==> src/rtl/clut_loader.sv <==
// CLUT write-side loader: takes a (start index, count) command and streams colour words
// into consecutive CLUT entries. Define CLUT_VERIFY_EN to add a read-back checksum pass.
module clut_loader #(
  parameter int ADDRW = 4,
  parameter int DATAW = 12
) (
  input  logic             clk_sys,
  input  logic             rst_sys_n,
  input  logic             cmd_valid,
  output logic             cmd_ready,
  input  logic [ADDRW-1:0] cmd_addr,
  input  logic [ADDRW:0]   cmd_len,
  input  logic             s_valid,
  output logic             s_ready,
  input  logic [DATAW-1:0] s_data,
  output logic             clut_we,
  output logic [ADDRW-1:0] clut_addr,
  output logic [DATAW-1:0] clut_din,
  input  logic [DATAW-1:0] clut_dout,
  output logic             busy,
  output logic             done,
  output logic             err
);

  localparam logic [ADDRW:0] DEPTH = (ADDRW+1)'(2**ADDRW);
  localparam logic [ADDRW:0] ONE   = (ADDRW+1)'(1);

`ifdef CLUT_VERIFY_EN
  typedef enum logic [1:0] {S_IDLE, S_WRITE, S_VERIFY, S_DONE} state_t;
`else
  typedef enum logic [1:0] {S_IDLE, S_WRITE, S_DONE} state_t;
`endif

  state_t           r_state;
  logic             r_cmd_ready;
  logic             r_s_ready;
  logic             r_we;
  logic             r_done;
  logic [ADDRW-1:0] r_addr;
  logic [DATAW-1:0] r_din;
  logic [ADDRW-1:0] r_idx;
  logic [ADDRW:0]   r_rem;

`ifdef CLUT_VERIFY_EN
  logic [ADDRW-1:0] r_start;
  logic [ADDRW:0]   r_len;
  logic [DATAW-1:0] r_wsum;
  logic [DATAW-1:0] r_rsum;
  logic             r_rd_a;   // a read address is on clut_addr this cycle
  logic             r_rd_v;   // read data for the previous address is on clut_dout
  logic             r_err;
`else
  logic w_unused_dout;
  assign w_unused_dout = ^clut_dout;
`endif

  logic [ADDRW:0] w_len;
  logic           w_cmd_fire;
  logic           w_s_fire;

  assign w_len      = (cmd_len > DEPTH) ? DEPTH : cmd_len;
  assign w_cmd_fire = cmd_valid && r_cmd_ready;
  assign w_s_fire   = s_valid && r_s_ready;

  // NOTE: all state and outputs update with non-blocking assignments so every
  // register samples the pre-edge values, regardless of statement order.
  always_ff @(posedge clk_sys or negedge rst_sys_n) begin
    if (!rst_sys_n) begin
      r_state     <= S_IDLE;
      r_cmd_ready <= 1'b1;
      r_s_ready   <= 1'b0;
      r_we        <= 1'b0;
      r_done      <= 1'b0;
      r_addr      <= '0;
      r_din       <= '0;
      r_idx       <= '0;
      r_rem       <= '0;
`ifdef CLUT_VERIFY_EN
      r_start     <= '0;
      r_len       <= '0;
      r_wsum      <= '0;
      r_rsum      <= '0;
      r_rd_a      <= 1'b0;
      r_rd_v      <= 1'b0;
      r_err       <= 1'b0;
`endif
    end else begin
      r_we   <= 1'b0;
      r_done <= 1'b0;
      case (r_state)
        S_IDLE: begin
          if (w_cmd_fire) begin
            r_cmd_ready <= 1'b0;
            r_idx       <= cmd_addr;
            r_rem       <= w_len;
`ifdef CLUT_VERIFY_EN
            r_start     <= cmd_addr;
            r_len       <= w_len;
            r_wsum      <= '0;
            r_rsum      <= '0;
            r_err       <= 1'b0;
`endif
            if (w_len == '0) begin
              r_state <= S_DONE;
              r_done  <= 1'b1;
            end else begin
              r_state   <= S_WRITE;
              r_s_ready <= 1'b1;
            end
          end
        end
        S_WRITE: begin
          if (w_s_fire) begin
            r_we      <= 1'b1;
            r_addr    <= r_idx;
            r_din     <= s_data;
            r_idx     <= r_idx + ADDRW'(1);
            r_rem     <= r_rem - ONE;
            r_s_ready <= (r_rem > ONE);
`ifdef CLUT_VERIFY_EN
            r_wsum    <= r_wsum + s_data;
`endif
          end else if (r_rem == '0) begin
            // The final write cycle has just finished on the CLUT port.
`ifdef CLUT_VERIFY_EN
            r_state <= S_VERIFY;
            r_addr  <= r_start;
            r_rd_a  <= 1'b1;
            r_rem   <= r_len - ONE;
`else
            r_state <= S_DONE;
            r_done  <= 1'b1;
`endif
          end
        end
`ifdef CLUT_VERIFY_EN
        S_VERIFY: begin
          r_rd_v <= r_rd_a;
          if (r_rd_a) begin
            if (r_rem != '0) begin
              r_addr <= r_addr + ADDRW'(1);
              r_rem  <= r_rem - ONE;
            end else begin
              r_rd_a <= 1'b0;
            end
          end
          if (r_rd_v) r_rsum <= r_rsum + clut_dout;
          // Last sample arrives with no address outstanding; fold it into the compare.
          if (r_rd_v && !r_rd_a) begin
            r_err   <= (r_wsum != DATAW'(r_rsum + clut_dout));
            r_state <= S_DONE;
            r_done  <= 1'b1;
          end
        end
`endif
        S_DONE: begin
          r_state     <= S_IDLE;
          r_cmd_ready <= 1'b1;
        end
        default: begin
          r_state     <= S_IDLE;
          r_cmd_ready <= 1'b1;
          r_s_ready   <= 1'b0;
        end
      endcase
    end
  end

  assign cmd_ready = r_cmd_ready;
  assign busy      = ~r_cmd_ready;
  assign s_ready   = r_s_ready;
  assign clut_we   = r_we;
  assign clut_addr = r_addr;
  assign clut_din  = r_din;
  assign done      = r_done;
`ifdef CLUT_VERIFY_EN
  assign err       = r_err;
`else
  assign err       = 1'b0;
`endif

endmodule

==> config.mk <==
export PLATFORM = sky130hd
export DESIGN_NAME = clut_loader
export DESIGN_NICKNAME = d
export VERILOG_FILES = /design/src/rtl/clut_loader.sv
export SDC_FILE = /design/constraint.sdc
export NUM_CORES = 1
export LEC_CHECK = 0
export ABC_AREA = 1
export CAP_MARGIN = 20
export CORE_ASPECT_RATIO = 0.5
export CORE_MARGIN = 10
export CORE_UTILIZATION = 29
export DETAILED_ROUTE_END_ITERATION = 7
export DONT_BUFFER_PORTS = 1
export PLACE_DENSITY = 0.42
export SETUP_SLACK_MARGIN = 0.2
export SLEW_MARGIN = 20
export SYNTH_ARGS = -nofsm -noshare
export SYNTH_HDL_FRONTEND = slang
export SYNTH_SLANG_ARGS = --single-unit
==> constraint.sdc <==
create_clock -name clk_sys -period 1.7 [get_ports clk_sys]
set_input_delay 0.34 -clock clk_sys [delete_from_list [all_inputs] [get_ports clk_sys]]
set_output_delay 0.34 -clock clk_sys [all_outputs]
set_load 0.02 [all_outputs]
### Word level (Yosys, flattened, before mapping)

Cells that the tools add are included.

* register bits after elaboration: 31
* latch bits: 0
* memory bits (writable): 0
* ROM bits: 0
* input bits: 37
* output and inout port bits: 22
* word-level logic and storage cells: 59
* memories kept: 0

* add/sub/neg operators: 2
* multipliers: 0
* div/mod/pow operators: 0
* $lt $le $gt $ge: 2
* equal/unequal tests: 7
* shifts and indexed selects: 0
* muxes and demuxes: 25
* bitwise logic cells: 3
* reduce and logical (&&, ||, !) cells: 11

Operator list (count)
* two-way mux 5 bit: 3
* logical NOT 5 bit: 2
* two-way mux 1 bit: 10
* != test 2 bit, second input constant: 5
* case mux 5 bit (2 select lines): 1
* two-way mux 2 bit: 4
* two-way mux 4 bit: 2
* case mux 4 bit (2 select lines): 1
* AND reduction 3 bit: 2
* > comparator 5 x 1 -> 1 bit, second input constant: 1
* > comparator 5 bit, second input constant: 1
* subtractor 5 x 1 -> 5 bit, second input constant: 1
* adder 4 x 1 -> 4 bit, second input constant: 1
* case mux 1 bit (2 select lines): 2
* case mux 2 bit (2 select lines): 1
* AND reduction 2 bit: 2
* AND reduction 4 bit: 1
* NOT 1 bit: 3
* case mux 1 bit (3 select lines): 1
* equality test 2 x 1 -> 1 bit, second input constant: 1
* equality test 2 bit, second input constant: 1
* logical AND 1 bit: 2
* logical NOT 2 bit: 1
* nonzero test 2 bit: 1

### Longest topological paths before layout

Gate-level depths: netlist of the first run.

* word-level depth: 6
* gate-level depth with buffers: 8
* depth with buffers taken out: 8

### Worst setup path after synthesis of the first run

Ideal clock, no wire load.

* path type: reg-to-reg
* start point: reg r_cmd_ready, in the netlist cmd_ready
* end point: reg r_rem[2]
* library setup time: 0.121 ns
* arrival: 1.095 ns
* required time: 1.579 ns
* setup slack: 0.484 ns
* cell stages (with the launch flop): 7
* buffers on the path: 1
* period minus slack after synthesis: 1.216 ns
* path through: dfstp_2 -> nand3_2 -> nand2_2 -> buf_6 -> o21ai_2 -> nand2_1 -> nand2_1

* cells in the longest elaborated chain, start to end: 3

RTL lines
* from (decl): RTL line 35 `logic r_cmd_ready;`
* from (signal assigned): RTL line 70 `r_cmd_ready <= 1'b1;`
* from (signal assigned): RTL line 93 `r_cmd_ready <= 1'b0;`
* from (signal assigned): RTL line 158 `r_cmd_ready <= 1'b1;`
* logical AND 1 bit: RTL line 62 `assign w_cmd_fire = cmd_valid && r_cmd_ready;`
* != test 2 bit (no line)
* AND reduction 3 bit (no line)
* to (signal assigned): RTL line 95 `r_rem <= w_len;`
* to (signal assigned): RTL line 118 `r_rem <= r_rem - ONE;`
* to (decl): RTL line 42 `logic [ADDRW:0] r_rem;`

Every way passes these cells.
A chain may end at the register's enable or synchronous reset.

### Final worst setup path of the first run

* start point: reg r_cmd_ready, in the netlist cmd_ready
* end point: out busy

* cells in the longest elaborated chain, start to end: 1

RTL lines
* NOT 1 bit: RTL line 170 `assign busy = ~r_cmd_ready;`
* to (decl): RTL line 20 `output logic busy,`

Every way passes these cells.

==> metrics, run 1 <==
outcome finished, final reports clean; reg2reg start cmd_ready$_DFFE_PN1P_; max-cap violations 0; leading cell type in the layout, fill and taps excluded nand2_1; CTS tree yes; max frequency 0.7120 GHz; Worst EP required 1.36 ns; fin nets 237; PortBufs 0; first-pass GRT wire length 6.375 mm; syn_nets 231; std cell rows 18; I/O pin cnt 59; Vias/cell 4.543; Final Cycle Share 0.8262; initial antenna violation count 0; R2R depth 5; routability congestion estimate 0.7740; hold endpoint clut_din[8]$_DFFE_PN0P_; final hold violation count 0; worst path arrival time 1.06 ns; Crit path max-delay family flip-flops; Register Area 779.5 µm²; CTS Sinks 31; most frequent cells in the layout 75 x nand2_1, 28 x dfrtp_1, 14 x inv_1; critical path class reg2out; critical path startpoint cmd_ready$_DFFE_PN1P_; Hold Path Class in2reg; Seq/Total Area, Yosys 0.5041; routed len/inst 14.81 µm; Die Width 123.1 µm; Placeable Area 5022 µm²; VDD IR max 0.3423 mV; first drt pass iteration count 4; CP Capture Type primary output; RSZ-0062 raised after global routing no; Post-Syn Area 1541 µm²; Final HPWL DP 2.872 mm; total wire length 3.953 mm; Critical Path, Cell by Cell inv_1; Ant. Diodes 0; worst-path fanout max 5; fin crit period 1.404 ns; All-Layer GR Usage 0.09234; Synth-to-Final Area Change 14.45%; total negative slack 0 ns; DRC 0; YS warnings 0; largest net degree at the start of global routing 32; crit path max-delay cell type dfstp_2; synthesis-stage register bit count 31; Post-CTS Setup Bufs 0; Routed Antenna Nets 0; layout cells sized above 1 0.1320; Hold Path Origin s_data[8]; pwr/cell area 868.8 nW/µm²; clock buffer depth 2; reg2reg end r_idx[3]$_DFFE_PN0P_; Die Span Y 71.56 µm; flop2flop setup slack 0.30 ns; H-tree depth 2; CP Launch Type flip-flop; Congestion Overflow GR 0; Mapped Cells 190; fill count 525; CP peak stage delay 0.64 ns; clock skew 0.006031 ns; Initial Util 0.3069; Critical path buffers and inverters 1; Root Driver clkbuf_8; area of the multi-input gates 666.9 µm²; via count 1213; cts bufs inserted 5; P_leak 0.8822 nW; Final Power 1.533 mW; vias in the first global route 1203; DR iter-0 viols 30; Setup-failing EPs final 0; Max Slew Vio Count 0; Hold Path Depth 2; Cell variety after synth 28; Syn Area/Cell 8.113 µm²; WHS 0.1691 ns; die area 8809 µm²; Worst-path clk slew 0.07 ns; worst skew pair latency 0.28 ns
==> sequential cells by signal (all words and copies together) (netlist names), 2 cells and up <==
name	count
r_idx	4
clut_din	12
r_state	2
clut_addr	4
r_rem	5
==> layer usage <==
| metal | track usage | part of all wire | wire length (µm) | vias up |
|---|---|---|---|---|
| met5 | 0 | 0 | 0 | - |
| met4 | 0.03466 | 0.010 | 40 | 0 |
| met3 | 0.04300 | 0.098 | 387 | 4 |
| met2 | 0.1317 | 0.42 | 1669 | 36 |
| met1 | 0.1186 | 0.47 | 1856 | 565 |
| li1 | - | - | - | 608 |
==> worst max path at each step <==
stage	to	slack (ns)	cells past startpoint
3_3_place_gp	r_idx[3]$_DFFE_PN0P_	0.15	6
4_1_cts	r_rem[3]$_DFFE_PN0P_	0.23	8
3_5_place_dp	r_idx[3]$_DFFE_PN0P_	0.14	6
2_1_floorplan	r_rem[2]$_DFFE_PN0P_	0.48	6
5_1_grt	r_idx[2]$_DFFE_PN0P_	0.20	5
6_report	busy	0.30	1
==> metrics by stage <==
stage	cells	area (µm²)	util	setup WS [ns]
2_1_floorplan	190	1541	-	0.4842
3_5_place_dp	257	1602	0.3189	0.1440
4_1_cts	267	1754	0.3493	0.2265
5_1_grt	267	1764	0.3513	0.2011
6_report	267	1764	0.3513	0.2955
3_3_place_gp	257	1602	0.3189	0.1473
==> what timing repair did <==
action                     4_1_cts  5_1_grt
gates resized for setup          1        5
hold buffers                     2        0
setup endpoints to repair        4       15
hold endpoints to repair        31        0
pin swaps                        0        1
==> cell usage after synthesis <==
cell | n | area, µm²
inv_1 | 15 | 56.30
o211ai_2 | 1 | 12.51
dfrtp_1 | 30 | 750.7
ha_1 | 4 | 50.05
xor2_1 | 1 | 8.760
nand2_2 | 1 | 6.260
buf_6 | 2 | 22.52
nand3_2 | 1 | 10.01
nor3_1 | 1 | 5.000
dfstp_2 | 1 | 26.28
nand2_1 | 76 | 285.3
o21ai_1 | 4 | 20.02
o22ai_1 | 3 | 18.77
nor2_2 | 1 | 6.260
o21ai_0 | 11 | 55.05
buf_2 | 1 | 5.000
nor2_4 | 1 | 11.26
inv_2 | 1 | 3.750
nand3_1 | 8 | 40.04
o21a_1 | 1 | 7.510
or2_1 | 1 | 6.260
o21ai_2 | 2 | 17.52
conb_1 | 1 | 3.750
a21oi_1 | 2 | 10.01
nand4_1 | 3 | 18.77
nor2_1 | 13 | 48.80
nand4_2 | 1 | 12.51
buf_4 | 3 | 22.52
==> kinds of logic (layout without fill, tap and decap cells) <==
logic type	Yosys count	count (layout)	synth area share
compound gates	24	24	0.09172
xor+xnor	1	1	0.005683
fa+ha+maj	4	4	0.03247
buf+inv	22	29	0.07142
flops	31	31	0.5041
other cells	1	1	0.002433
simple gates	107	107	0.2922
==> power breakdown <==
part / internal (mW) / switching, mW / total [mW]
Sequential: 0.737 / 0 / 0.737
Clock: 0.474 / 0.284 / 0.758
Combinational: 0.0112 / 0.0261 / 0.0372
==> layout make-up <==
type                       count  share of cell area
sequential                    31              0.4418
multi-input combinational    137              0.3780
tap                           70             0.04965
clock buffer                   6             0.04681
inverter                      16             0.03404
timing repair buffer           5             0.02979
clock inverter                 2             0.01986
No activity file was read; power rests on OpenSTA's default activity.
==> run 2, diff against run 1 <==
PLACE_DENSITY = 0.43   (was 0.42)
clock period = 1.2 ns   (was 1.7 ns; I/O delays follow)
==> metrics, run 2 (same netlist as run 1, synthesis figures left out) <==
max-cap violations 0 (unchanged); Final HPWL DP 3.074 mm (+7.0%); vias in the first global route 1378 (+15%); routed len/inst 14.24 µm (-3.8%); total negative slack -0.2213 ns (-0.2213 ns); Die Span Y 71.56 µm (unchanged); pwr/cell area 891.5 nW/µm² (+2.6%); P_leak 1.114 nW (+26%); CTS Sinks 31 (unchanged); VDD IR max 0.4264 mV (+25%); Worst EP required 0.96 ns (-0.40 ns); DRC 0 (unchanged); Congestion Overflow GR 0 (unchanged); CP Capture Type primary output; final hold violation count 0 (unchanged); critical path class reg2out; Routed Antenna Nets 0 (unchanged); fin cells 303 (+13%); switch share 0.2057 (+0.003471); most frequent cells in the layout 40 x nand2_1, 27 x nand2_2, 24 x buf_4; Ant. Diodes 0 (unchanged); fin nets 273 (+15%); first-pass GRT wire length 6.906 mm (+8.3%); leading cell type in the layout, fill and taps excluded nand2_1; cts bufs inserted 5 (unchanged); clock skew 0.008959 ns (+0.002927 ns); fin crit period 1.249 ns; Max Slew Vio Count 0 (unchanged); Setup WS post-layout -0.04885 ns (-0.3444 ns); Setup-failing EPs final 14 (+14); failing checks negative setup slack; die area 8809 µm² (unchanged); max frequency 0.8007 GHz; Placeable Area 5022 µm² (unchanged); Power Internal 1.736 mW (+42%); DR iter-0 viols 46 (+53%); worst skew pair latency 0.28 ns (about the same); initial antenna violation count 0 (unchanged); WHS 0.05755 ns (-0.1116 ns); largest net degree at the start of global routing 32 (unchanged); Placed Instances 283 (+10%); Hold Path Class in2reg; Synth-to-Final Area Change 59.09%; Final Util 0.4883 (+0.1370); PortBufs 0 (unchanged); combinational share of power 0.028 (+0.004); RSZ-0062 raised after global routing yes; Vias/cell 4.548 (+0.11%); CTS tree yes; clock buffer depth 2 (unchanged); via count 1378 (+14%); worst-path fanout max 4 (-1); Final Cycle Share 1.041; outcome finished with violations; routability congestion estimate 0.8206 (+6.0%); Largest register FFs 12 (unchanged); clock power share 0.495 (about the same); H-tree depth 2 (unchanged); design area 2452 µm² (+39%); dpl cell area 1833 µm² (+14%); I/O pin cnt 59 (unchanged); layout cells sized above 1 0.5837 (+0.4517); worst path arrival time 1.01 ns (-0.05 ns); Root Driver clkbuf_8; total wire length 4.314 mm (+9.1%); Initial Util 0.3069 (unchanged); All-Layer GR Usage 0.1003 (+0.007959); Final Power 2.186 mW (+43%); Reg power frac 0.478 (-0.003); P_sw 449.8 µW (+45%); first drt pass iteration count 3 (-1); Worst-path clk slew 0.07 ns (about the same); pre-CTS setup slack -0.07792 ns (-0.2219 ns); Die Width 123.1 µm (unchanged); std cell rows 18 (unchanged); CP Launch Type flip-flop
run 2: cell count changes in the layout (fill, tap and decap cells not counted), sizes merged:
cell	previous run	this run
clkinv	1	2
clkbuf	6	7
inv	16	15
buf	4	39
run 2: critical path: stages (launching register included):
cell,delay (ns)
dfstp_2,0.58
buf_6,0.12
inv_4,0.04
run 2: layer usage:
metal	global-route usage	up-vias	wire length (µm)
met3	0.04457	4	415
met1	0.1254	648	2005
met4	0.04236	0	55
met5	0	-	0
met2	0.1471	35	1837
li1	-	691	-
run 2: power groups by stage:
stage / Combinational, mW / Clock (mW) / Sequential [mW]
after floorplan: 0.0203 / 0 / 1.06
after global placement: 0.0244 / 0 / 1.06
after detailed placement: 0.0245 / 0 / 1.06
after CTS: 0.0613 / 1.13 / 1.04
after global routing: 0.0704 / 1.18 / 1.04
final: 0.0609 / 1.08 / 1.04
run 2: layout make-up:
| type | instances | area [µm²] |
|---|---|---|
| fillers | 466 | 2570 |
| multi-input cells | 137 | 915.9 |
| flip-flops and latches | 31 | 803.3 |
| repair buffers | 41 | 447.9 |
| well taps | 70 | 87.58 |
| clock buffers | 6 | 82.58 |
| inverters | 16 | 80.08 |
| clock inverters | 2 | 35.03 |
run 2: path summary, 6_finish.rpt:
path / from / slack [ns] / depth (start not counted) / end
min in group asynchronous: rst_sys_n / 0.39 / 2 / clut_din[3]$_DFFE_PN0P_
setup / recovery: cmd_ready$_DFFE_PN1P_ / -0.05 / 2 / busy
setup reg to reg: r_state[1]$_DFFE_PN0P_ / -0.03 / 7 / clut_din[4]$_DFFE_PN0P_
max in group asynchronous: rst_sys_n / 0.54 / 2 / cmd_ready$_DFFE_PN1P_
hold reg to reg: r_idx[3]$_DFFE_PN0P_ / 0.53 / 2 / r_idx[3]$_DFFE_PN0P_
hold / removal: s_data[5] / 0.06 / 2 / clut_din[5]$_DFFE_PN0P_
run 2: what timing repair did:
item	in CTS	in global routing
setup buffers	5	3
gates resized for setup	70	56
gates cloned	1	1
endpoints found under the setup margin	46	51
pin swaps	9	15
hold buffers	2	0
endpoints found under the hold margin	31	0
==> RTL change 1, RTL diff (config.mk and constraints of run 2) <==
Add a define of `CLUT_VERIFY_EN`.
--- a/src/rtl/clut_loader.sv
+++ b/src/rtl/clut_loader.sv
@@ -1,4 +1,6 @@
 // CLUT write-side loader: takes a (start index, count) command and streams colour words
 // into consecutive CLUT entries. Define CLUT_VERIFY_EN to add a read-back checksum pass.
+`define CLUT_VERIFY_EN
+
 module clut_loader #(
   parameter int ADDRW = 4,
Check against the original RTL: not equivalent (a bounded check fails within 4 cycles, from zero or initial values and one cycle with rst_sys_n low).
==> RTL change 1 against run 2 <==
The run ends with hold timing, setup timing left; die area up 140%; sequential cell count rose by 36; routed wire length grew to 3.6 times the old value; worst setup slack worse by 760 ps; synthesized cell count grew to 3.3 times the old value; synthesized area increased to 2.9 times the old value; cell area rose to 3.1 times the old value; critical path depth grew 10; fmax fell by 38%; final cell count grew to 3.3 times the old value; via count increased to 3.4 times the old value; critical endpoint is now err.
Power is left out: it rests on default switching activity, and per cell area and clock period it moved more than threefold.
==> RTL change 1: results (changes against run 2) <==
stage;metric;value;unit;change
detailed_routing;firstDrtPassIters;4;;+1
logic_synthesis;seq_area_frac_synth;0.370;;-0.134
setup_path;crit_family;adder cells;;
logic_synthesis;synth_mux_area_frac;0.00249;;+0.00249
cts;htree_levels;3;;+1
layout;num_antenna_cells;0;;unchanged
timing;hold_viol;67;;+67
timing;setup_tns;-20160;ps;-19940 ps
global_route;grt_first_pass_wirelength;24.8;mm;+260%
timing;maxSlewHeadroom;0.801;;
global_route;grt_max_degree;68;;+110%
layout;drive_gt1_frac;0.483;;-0.101
timing;fin_hold_ws;-410;ps;-467 ps
logic_synthesis;yosysMostFrequentCell;nand2_1;;
setup_path;r2r_cells;12;;+5
placement;hpwlAfterDp;10.9;mm;+260%
logic_synthesis;ys_types;39;;+39%
logic_synthesis;synth_fa_ha_area_frac;0.100;;+0.0675
detailed_routing;wl;15.5;mm;+260%
logic_synthesis;synthTopCellsByCount;nand2_1 (192), inv_1 (85), dfrtp_1 (66);;
cts;clk_pin_slew_worst_paths;70;ps;about the same
logic_synthesis;synth_compound_area_frac;0.152;;+0.0607
setup_path;max_stage_delay;540;ps;-40 ps
global_route;grt_use_total;0.146;;+0.0453
cts;cts_buffers;9;;+4
setup_path;arrival;2230;ps;+1220 ps
timing;fin_skew;14.0;ps;+5.00 ps
logic_synthesis;synth_area_leaders;dfrtp_1 (36%), nand2_1 (16%), ha_1 (9.1%);;
setup_path;crit_fanout;2;;-2
timing;setup_slack;-811;ps;-762 ps
layout;num-fill-cells;1553;;+230%
layout;fin_nets;850;;+210%
placement;globalplace.congestion;0.819;;-0.17%
cts;clk_latency;340;ps;+60 ps
logic_synthesis;synth_fp_nets;694;;+200%
global_route;grt_pass1_vias;4767;;+250%
setup_path;timing.rr.start;r_rsum[0];;
setup_path;r2r_end;err;;
logic_synthesis;async_flop_share;1.00;;unchanged
timing;setup_viol;68;;+54
placement;portBuffers;0;;unchanged
cts;clockRootBuffer;clkbuf_16;;
logic_synthesis;synthXorXnorAreaFrac;0.0232;;+0.0175
cts;clockBufferDepth;2;;unchanged
placement;place_ws;-830;ps;-752 ps
outcome;violations;hold timing, setup timing;;
detailed_routing;drtIter0Drc;215;;+370%
outcome;run_status;finished, violations left;;
setup_path;crit_path_top_delay_cell;fa_2;;
min_path;hold_path.class;input port to asynchronous set/reset pin;;
logic_synthesis;yosysWarningCount;0;;unchanged
detailed_routing;vias_per_cell;4.69;;+3.1%
[RTL change 1: worst max-delay path by stage]
stage / start / end / cells past startpoint
finish: r_rsum[0] / err / 12
global route: r_rsum[0] / err / 12
CTS: r_rsum[0] / err / 12
detailed placement: r_rsum[0] / err / 14
global placement: r_rsum[2] / err / 14
floorplan: r_rsum[0] / err / 12
[RTL change 1: through the flow]
step / hold slack (ps) / utilization / instances / instance area, um^2
global route: -433 / 0.488 / 987 / 7510
CTS: -421 / 0.465 / 976 / 7150
global placement: -52.2 / 0.377 / 928 / 5800
finish: -410 / 0.488 / 987 / 7510
floorplan: -55.6 / - / 622 / 4810
detailed placement: -51.8 / 0.377 / 928 / 5800
[RTL change 1: layer usage]
layer  global-route usage  share of wire  up-vias
li1                     -              -     2365
met1                0.189           0.49     2192
met2                0.240           0.47       66
met3               0.0391          0.036        6
met4               0.0294         0.0052        0
met5                    0              0        -
[RTL change 1: area by class of cell]
cell class | count | area, um^2 | share of cell area
Tap cell | 204 | 255 | 0.0340
Timing Repair Buffer | 152 | 1390 | 0.185
Inverter | 87 | 364 | 0.0485
Clock inverter | 7 | 124 | 0.0165
Timing Repair inverter | 1 | 8.76 | 0.00117
Multi-Input combinational cell | 460 | 3440 | 0.459
Sequential cell | 67 | 1700 | 0.226
Clock buffer | 9 | 225 | 0.0300
[RTL change 1: repair_timing]
| item | 4_1_cts | 5_1_grt |
|---|---|---|
| endpoints found under the hold margin | 67 | 68 |
| cloned | 4 | 2 |
| pin swaps | 50 | 23 |
| gates resized for setup | 193 | 64 |
| setup buffers | 28 | 8 |
| setup endpoints to repair | 89 | 89 |
==> RTL change 2, RTL diff (settings of run 2) <==
Made on the original files. Encoding of `state_t`: now one-hot (3 bits for 3 states).
--- a/src/rtl/clut_loader.sv
+++ b/src/rtl/clut_loader.sv
@@ -29,5 +29,5 @@
   typedef enum logic [1:0] {S_IDLE, S_WRITE, S_VERIFY, S_DONE} state_t;
 `else
-  typedef enum logic [1:0] {S_IDLE, S_WRITE, S_DONE} state_t;
+  typedef enum logic [2:0] {S_IDLE = 3'b001, S_WRITE = 3'b010, S_DONE = 3'b100} state_t;
 `endif
 
Function: no difference found for any inputs over 10 cycles, from zero or initial values and one cycle with rst_sys_n low; not proved beyond that.
==> RTL change 2 against run 2 <==
The run ends with hold timing, setup timing left; global-route usage fell by 0.15 points; worst setup slack got worse by 75 ps; routed wire length is 0.58% lower; worst hold slack got worse by 410 ps; synthesized area rose by 4.5%; count of clock-buffer cells in the layout up 1; sequential cell count increased by 1; cell area down 12%; critical path depth increased by 6.
Power is not compared: it rests on default switching activity, and its combinational part moved more than twofold at a synthesized area within 25%.
==> RTL change 2: results (changes against run 2) <==
stage;metric;value;unit;change
logic_synthesis;synth_fp_nets;243;;+5.2%
layout;num-fill-cells;570;;+22%
detailed_routing;vias_per_cell;4.47;;-1.7%
detailed_routing;wl;4.29;mm;-0.58%
placement;hpwlAfterDp;2.98;mm;-2.9%
logic_synthesis;seq_area_frac_synth;0.499;;-0.00522
logic_synthesis;synth_area_leaders;dfrtp_1 (47%), nand2_1 (21%), nand3_1 (5.0%);;
timing;setup_tns;-1600;ps;-1370 ps
timing;setup_viol;31;;+17
global_route;grt_pass1_vias;1434;;+4.1%
placement;portBuffers;0;;unchanged
cts;clockRootBuffer;clkbuf_8;;
power;p_leak;1.06;nW;
detailed_routing;firstDrtPassIters;4;;+1
placement;dpl_cell_area;1860;um^2;+1.3%
cts;htree_levels;2;;unchanged
timing;setup_slack;-124;ps;-75.1 ps
timing;fin_skew;2.86;ps;-6.10 ps
layout;fin_nets;271;;-0.73%
layout;drive_gt1_frac;0.413;;-0.171
timing;hold_viol;32;;+32
power;switching_share;0.437;;
global_route;grt_use_total;0.0988;;-0.00152
cts;clk_latency;280;ps;about the same
setup_path;crit_path_top_delay_cell;dfstp_2;;
outcome;violations;hold timing, setup timing;;
setup_path;crit_fanout;7;;+3
cts;clockBufferDepth;2;;unchanged
logic_synthesis;synthTopCellsByCount;nand2_1 (92), dfrtp_1 (30), nand3_1 (16);;
logic_synthesis;ys_types;27;;-3.6%
global_route;antenna_found_initial;0;;unchanged
outcome;run_status;finished, violations left;;
placement;globalplace.congestion;0.789;;-3.9%
power;ir_drop;0.000813;V;
logic_synthesis;yosysWarningCount;0;;unchanged
min_path;hold_path.class;input port to asynchronous set/reset pin;;
detailed_routing;drtIter0Drc;47;;+2.2%
timing;fin_hold_ws;-351;ps;-409 ps
global_route;grt_first_pass_wirelength;7.13;mm;+3.3%
global_route;grt_max_degree;33;;+3.1%
## RTL change 2: cell count changes after synthesis, moves of 3 or more
cell	run 2	this run
inv_1	15	10
inv_2	1	6
nand2_1	76	92
nand3_1	8	16
nor2_1	13	10
o21ai_0	11	8
## RTL change 2: metal layers
layer,track usage,share of wire
met1,0.115,0.45
met2,0.157,0.47
met3,0.0457,0.075
met4,0.0381,0.011
met5,0,0
## RTL change 2: stage by stage
stage / instances / utilization / total power, W / hold slack (ps) / worst slack (ps)
3_3_place_gp: 291 / 0.343 / 0.00427 / -54.6 / -151
3_5_place_dp: 291 / 0.343 / 0.00431 / -54.4 / -157
2_1_floorplan: 202 / - / 0.00360 / -55.6 / -42.8
5_1_grt: 303 / 0.397 / 0.00618 / -378 / -217
6_report: 303 / 0.397 / 0.00566 / -351 / -124
4_1_cts: 302 / 0.390 / 0.00563 / -363 / -132
## RTL change 2: what timing repair did
item | CTS | global route
cloned | 2 | 0
setup buffers | 2 | 1
endpoints found under the setup margin | 44 | 53
pin swaps | 16 | 5
resized for setup | 48 | 12
hold endpoints to repair | 32 | 32
## RTL change 2: path summary, 6_finish.rpt
path / startpoint / endpoint / slack, ps / cells after the start
max reg2reg: r_state[0] / r_idx[3] / -120 / 8
max in group asynchronous: rst_sys_n / r_state[0] / 1380 / 0
min: rst_sys_n / clut_din[1] / -350 / 0
min reg2reg: r_idx[3] / r_idx[3] / 510 / 2
min in group clk_sys: s_data[1] / clut_din[1] / 70 / 2
max: r_state[0] / r_idx[3] / -120 / 8
## RTL change 2: power by group through the flow
stage               Clock [W]  Combinational (W)  Sequential, W
floorplan                   0            0.00136        0.00224
global placement            0            0.00202        0.00225
detailed placement          0            0.00204        0.00226
CTS                  0.000938            0.00235        0.00234
global route          0.00100            0.00277        0.00240
finish               0.000901            0.00243        0.00233
## RTL change 2: logic make-up (layout without fill, tap and decap cells)
kind of cell,Yosys count,after routing,synth area share
flip-flops,32,32,0.499
buffers and inverters,21,48,0.0614
AO/OA/AOI/OAI,15,15,0.0513
other,1,1,0.00233
AND/OR/NAND/NOR,127,128,0.344
adder cells (fa/ha/maj),4,4,0.0311
XOR/XNOR,2,2,0.0109
## RTL change 2: cell type report
cell class              instances  area share
flip-flops and latches         32       0.385
well taps                      73      0.0425
repair buffers                 25       0.121
multi-input cells             150       0.371
inverters                      16      0.0361
clock buffers                   7      0.0448
